$ cat src/rtl/load_writeback_stage.sv
// Load/writeback pipeline stage: retires non-loads in one cycle, waits for the
// data-memory response on loads, extracts/extends the loaded value and writes it back.
module load_writeback_stage #(
  parameter int ADDR_WIDTH = 32,
  parameter int TIMEOUT    = 15
) (
  input  logic                  clk,
  input  logic                  rst,
  input  logic                  in_valid,
  input  logic [ADDR_WIDTH-3:0] in_addr,
  input  logic [31:0]           in_insn,
  input  logic [1:0]            in_byte_off,
  output logic                  in_ready,
  input  logic                  mem_rsp_valid,
  input  logic [31:0]           mem_rsp_data,
  output logic                  rf_we,
  output logic [4:0]            rf_waddr,
  output logic [31:0]           rf_wdata,
  output logic                  retire_valid,
  output logic [ADDR_WIDTH-3:0] retire_addr,
  output logic                  load_err
);

  typedef enum logic [0:0] {IDLE = 1'b0, WAIT_DATA = 1'b1} state_t;

  localparam logic [7:0] TIMEOUT_C = 8'(TIMEOUT);

  // Select the addressed byte/half of the response word and extend it to 32 bits.
  function automatic logic [31:0] extract_load(input logic [2:0]  f3,
                                               input logic [1:0]  off,
                                               input logic [31:0] d);
    logic [7:0]  b;
    logic [15:0] h;
    case (off)
      2'd0:    b = d[7:0];
      2'd1:    b = d[15:8];
      2'd2:    b = d[23:16];
      2'd3:    b = d[31:24];
      default: b = 8'h00;
    endcase
    h = off[1] ? d[31:16] : d[15:0];
    case (f3)
      3'b000:  extract_load = {{24{b[7]}}, b};
      3'b001:  extract_load = {{16{h[15]}}, h};
      3'b010:  extract_load = d;
      3'b100:  extract_load = {24'h000000, b};
      3'b101:  extract_load = {16'h0000, h};
      default: extract_load = 32'h0000_0000;
    endcase
  endfunction

  state_t                state_q, state_d;
  logic [7:0]            cnt_q, cnt_d;
  logic [ADDR_WIDTH-3:0] addr_q, addr_d;
  logic [4:0]            rd_q, rd_d;
  logic [2:0]            f3_q, f3_d;
  logic [1:0]            off_q, off_d;
  logic                  rf_we_q, rf_we_d;
  logic [4:0]            rf_waddr_q, rf_waddr_d;
  logic [31:0]           rf_wdata_q, rf_wdata_d;
  logic                  retire_valid_q, retire_valid_d;
  logic [ADDR_WIDTH-3:0] retire_addr_q, retire_addr_d;
  logic                  load_err_q, load_err_d;
  logic                  is_load_s;
  logic                  unused_insn_bits;

  assign unused_insn_bits = ^in_insn[31:15];

  // Illegal funct3 values under the load opcode fall through as ordinary instructions.
  always_comb begin
    is_load_s = 1'b0;
    if (in_insn[6:0] == 7'b0000011) begin
      case (in_insn[14:12])
        3'b000, 3'b001, 3'b010, 3'b100, 3'b101: is_load_s = 1'b1;
        default:                                is_load_s = 1'b0;
      endcase
    end else begin
      is_load_s = 1'b0;
    end
  end

  // Next-state and next-output computation; pulse outputs default low every cycle.
  always_comb begin
    state_d        = state_q;
    cnt_d          = cnt_q;
    addr_d         = addr_q;
    rd_d           = rd_q;
    f3_d           = f3_q;
    off_d          = off_q;
    rf_we_d        = 1'b0;
    rf_waddr_d     = rf_waddr_q;
    rf_wdata_d     = rf_wdata_q;
    retire_valid_d = 1'b0;
    retire_addr_d  = retire_addr_q;
    load_err_d     = 1'b0;
    case (state_q)
      IDLE: begin
        if (in_valid && is_load_s) begin
          state_d = WAIT_DATA;
          cnt_d   = 8'd0;
          addr_d  = in_addr;
          rd_d    = in_insn[11:7];
          f3_d    = in_insn[14:12];
          off_d   = in_byte_off;
        end else if (in_valid) begin
          retire_valid_d = 1'b1;
          retire_addr_d  = in_addr;
        end else begin
          state_d = IDLE;
        end
      end
      WAIT_DATA: begin
        // A response wins over a timeout landing in the same cycle.
        if (mem_rsp_valid) begin
          rf_we_d        = (rd_q != 5'd0);
          rf_waddr_d     = rd_q;
          rf_wdata_d     = extract_load(f3_q, off_q, mem_rsp_data);
          retire_valid_d = 1'b1;
          retire_addr_d  = addr_q;
          state_d        = IDLE;
        end else if (cnt_q == TIMEOUT_C) begin
          load_err_d     = 1'b1;
          retire_valid_d = 1'b1;
          retire_addr_d  = addr_q;
          state_d        = IDLE;
        end else begin
          cnt_d = cnt_q + 8'd1;
        end
      end
      default: begin
        state_d = IDLE;
        cnt_d   = 8'd0;
      end
    endcase
  end

  // State and registered outputs.
  always_ff @(posedge clk or posedge rst) begin
    if (rst) begin
      state_q        <= IDLE;
      cnt_q          <= 8'd0;
      addr_q         <= '0;
      rd_q           <= 5'd0;
      f3_q           <= 3'd0;
      off_q          <= 2'd0;
      rf_we_q        <= 1'b0;
      rf_waddr_q     <= 5'd0;
      rf_wdata_q     <= 32'h0000_0000;
      retire_valid_q <= 1'b0;
      retire_addr_q  <= '0;
      load_err_q     <= 1'b0;
    end else begin
      state_q        <= state_d;
      cnt_q          <= cnt_d;
      addr_q         <= addr_d;
      rd_q           <= rd_d;
      f3_q           <= f3_d;
      off_q          <= off_d;
      rf_we_q        <= rf_we_d;
      rf_waddr_q     <= rf_waddr_d;
      rf_wdata_q     <= rf_wdata_d;
      retire_valid_q <= retire_valid_d;
      retire_addr_q  <= retire_addr_d;
      load_err_q     <= load_err_d;
    end
  end

  assign in_ready     = (state_q == IDLE);
  assign rf_we        = rf_we_q;
  assign rf_waddr     = rf_waddr_q;
  assign rf_wdata     = rf_wdata_q;
  assign retire_valid = retire_valid_q;
  assign retire_addr  = retire_addr_q;
  assign load_err     = load_err_q;

endmodule

$ cat config.mk
export PLATFORM = sky130hd
export DESIGN_NAME = load_writeback_stage
export DESIGN_NICKNAME = d
export VERILOG_FILES = /design/src/rtl/load_writeback_stage.sv
export SDC_FILE = /design/constraint.sdc
export NUM_CORES = 1
export LEC_CHECK = 0
export ABC_AREA = 1
export ABC_CLOCK_PERIOD_IN_PS = 4500
export BUFFER_PORTS_ARGS = -buffer_cell sky130_fd_sc_hd__buf_2
export CORE_ASPECT_RATIO = 0.8
export CORE_MARGIN = 2
export CORE_UTILIZATION = 25
export CTS_BUF_LIST = sky130_fd_sc_hd__clkbuf_4 sky130_fd_sc_hd__clkbuf_8 sky130_fd_sc_hd__clkbuf_16
export DETAILED_ROUTE_END_ITERATION = 10
export PLACE_DENSITY = 0.55
export SLEW_MARGIN = 20
export SYNTH_ARGS = -nofsm -noshare
export SYNTH_HDL_FRONTEND = slang
export SYNTH_SLANG_ARGS = --single-unit
$ cat constraint.sdc
create_clock -name clk -period 4.5 [get_ports clk]
set_clock_uncertainty 0.1 [all_clocks]
set_input_delay 0.9 -clock clk [delete_from_list [all_inputs] [get_ports clk]]
set_output_delay 0.9 -clock clk [all_outputs]
set_load 0.01 [all_outputs]
==> impl_metrics.json <==
{
  "synth_area_leaders": "dfrtp_1, nand2_1, o21ai_0",
  "arrival_ns": 2.14,
  "dpl.hpwl_mm": 12.1,
  "final_max_slew_viol_count": 0,
  "timing.rr.start": "state_q",
  "ctsHtreeMaxLevel": 4,
  "post-place-ws_ns": 1.63,
  "rsz0062_at_grt": "false",
  "setup_tns_ns": 0,
  "holdBufCountCts": 0,
  "worstHoldPathType": "register to register",
  "critPathRequiredTime_ns": 3.50,
  "setup_viol": 0,
  "cpPeakStageDelay_ns": 1.03,
  "drtIter0Drc": 366,
  "netlist_instances": 845,
  "async_reset_ff_share_pct": 100,
  "period_share_pct": 69.7,
  "start_util_pct": 25.3,
  "clock_latency_ns": 0.41,
  "io_buffers": 153,
  "gp_congestion": 0.886,
  "fin_ws_ns": 1.36,
  "slowest_stage": "dfrtp_2",
  "cp-startpoint": "state_q",
  "netlist_area_mm2": 0.00613,
  "grt_pass1_wl_mm": 28.4,
  "antenna_found_initial": 3,
  "relSlewSlack_pct": 31.2,
  "maxCapViolCount": 0,
  "clk_path_buf_depth": 2,
  "wl_per_cell_um": 13.6,
  "ys_seq_elements": 119,
  "start_kind": "register",
  "via_per_inst": 4.41,
  "yosysTopAreaCell": "dfrtp_1",
  "crit_chain": "inv_1 > buf_2",
  "grt_use_total_pct": 14.2,
  "grt_max_degree": 72,
  "vias": 5788,
  "power.density_mw_per_mm2": 354,
  "cts_setup_buffers": 0,
  "antenna_left": 0,
  "drc_errors": 0,
  "first_pass_iters": 5,
  "path_max_fanout": 64,
  "ir_worst_vdd_mv": 0.217,
  "hold_path_startpoint": "rf_wdata[26]",
  "syn_area_per_cell_um2": 7.25,
  "syn2layout_area_growth_pct": 25.8,
  "gr-total-overflow": 0,
  "die-area_mm2": 0.0258,
  "end_kind": "output port",
  "layout-drive-gt1-share_pct": 21.0,
  "rows": 51,
  "clkTransAtPathRegs_ns": 0.06,
  "nets": 1080,
  "hold_viol_final": 0,
  "cts_root_buffer": "clkbuf_16",
  "crit_type": "register to output port",
  "status": "finished, final reports clean",
  "synth_seq_area_share_pct": 48.6,
  "coreArea_mm2": 0.0242,
  "cts_made_buffers": 17,
  "die_h_um": 144,
  "synthFlopType": "dfrtp_1",
  "synth.most_common_cell": "nand2_1",
  "boundaryPins": 171,
  "synth_cell_types": 30,
  "cts_tree": "yes",
  "post-synth-top-area-fraction_pct": 48.6,
  "fmax_ghz": 0.319,
  "synth_top_cells_by_count": "nand2_1, dfrtp_1, inv_1",
  "routed_wl_mm": 17.9,
  "numClockSinks": 119,
  "dieWidth_um": 179,
  "ctsResizeCount": 0,
  "ys_warn_count": 0,
  "synth_edf_count": 0,
  "synth_nets": 946,
  "grt_pass1_vias": 5375,
  "fin_crit_ns": 3.14,
  "worst_slew_pin_slew_ns": 1.03,
  "leakagePower_uw": 0.00437,
  "fill_cells": 2665
}
==> flip-flops by register name, indices dropped and copies added (netlist names) <==
name,cells
rf_wdata,32
addr_q,30
retire_addr,30
cnt_q,8
rd_q,5
rf_waddr,5
f3_q,3
off_q,2
load_err,1
retire_valid,1
rf_we,1
state_q,1
==> layout by cell type (no fill, tap or decap), drive strengths merged, types with 2 or more instances in the layout <==
cell,count
inv,85
xor2,2
nand2,348
o21ai,75
nand3,62
nand4,31
clkbuf,18
clkinv,8
buf,162
o21bai,2
diode,2
nor2,61
clkinvlp,5
dfrtp,119
a21oi,8
==> critical path: cells and delay by family, from the launching register on <==
kind | cells | cell delay, ns
buffers and inverters | 2 | 0.68
DFF | 1 | 1.03
==> worst paths after layout <==
| kind | endpoint | slack [ns] | cells after the start |
|---|---|---|---|
| min in group asynchronous | rf_wdata[15] | 0.49 | 2 |
| max in group asynchronous | state_q | 2.97 | 3 |
| max | in_ready | 1.36 | 2 |
| min reg2reg | rf_wdata[26] | 0.37 | 2 |
| min | rf_wdata[26] | 0.37 | 2 |
| max reg2reg | retire_addr[1] | 1.62 | 5 |
==> where the power goes <==
group	internal, uW	switching (uW)	leakage, uW	total, uW
clock network	775	540	0.000265	1320
registers	1120	38.3	0.00155	1160
logic	97.7	152	0.00255	249
total	2000	730	0.00437	2730
==> final cells by class <==
type / count / area (um^2) / area share (%)
clock buffer: 18 / 439 / 5.70
timing repair buffer: 162 / 846 / 11.0
sequential: 119 / 2980 / 38.6
multi-input combinational: 594 / 2590 / 33.6
inverter: 85 / 323 / 4.19
antenna: 2 / 5.00 / 0.0649
tap: 318 / 398 / 5.16
clock inverter: 14 / 126 / 1.64
==> routing by layer <==
metal	track usage [%]	vias to the layer above	part of all wire [%]
met4	3.42	2	0.85
met2	21.2	188	42
met3	4.47	17	7.9
met5	0	-	0.050
met1	19.9	2655	49
li1	-	2926	-
==> stage by stage <==
stage	cells	utilization (%)	total power (uW)	hold slack (ns)	area [um^2]
after floorplan	845	-	1310	0.353	6130
after global placement	1278	29.5	1430	0.357	7140
after detailed placement	1278	29.5	1430	0.361	7140
after CTS	1310	31.9	2770	0.377	7700
after global routing	1310	31.9	2860	0.401	7700
final	1312	31.9	2730	0.372	7710
==> logic make-up (layout without fill, tap and decap cells) <==
logic type / Yosys count / in the layout / synth area share, %
buf+inv: 132 / 279 / 9.21
compound gates: 86 / 86 / 7.21
fa+ha+maj: 1 / 1 / 0.204
simple gates: 504 / 504 / 34.3
xor+xnor: 3 / 3 / 0.429
flops: 119 / 119 / 48.6
other cells: 0 / 2 / 0
Note: power is estimated with default switching activity, not from simulation.
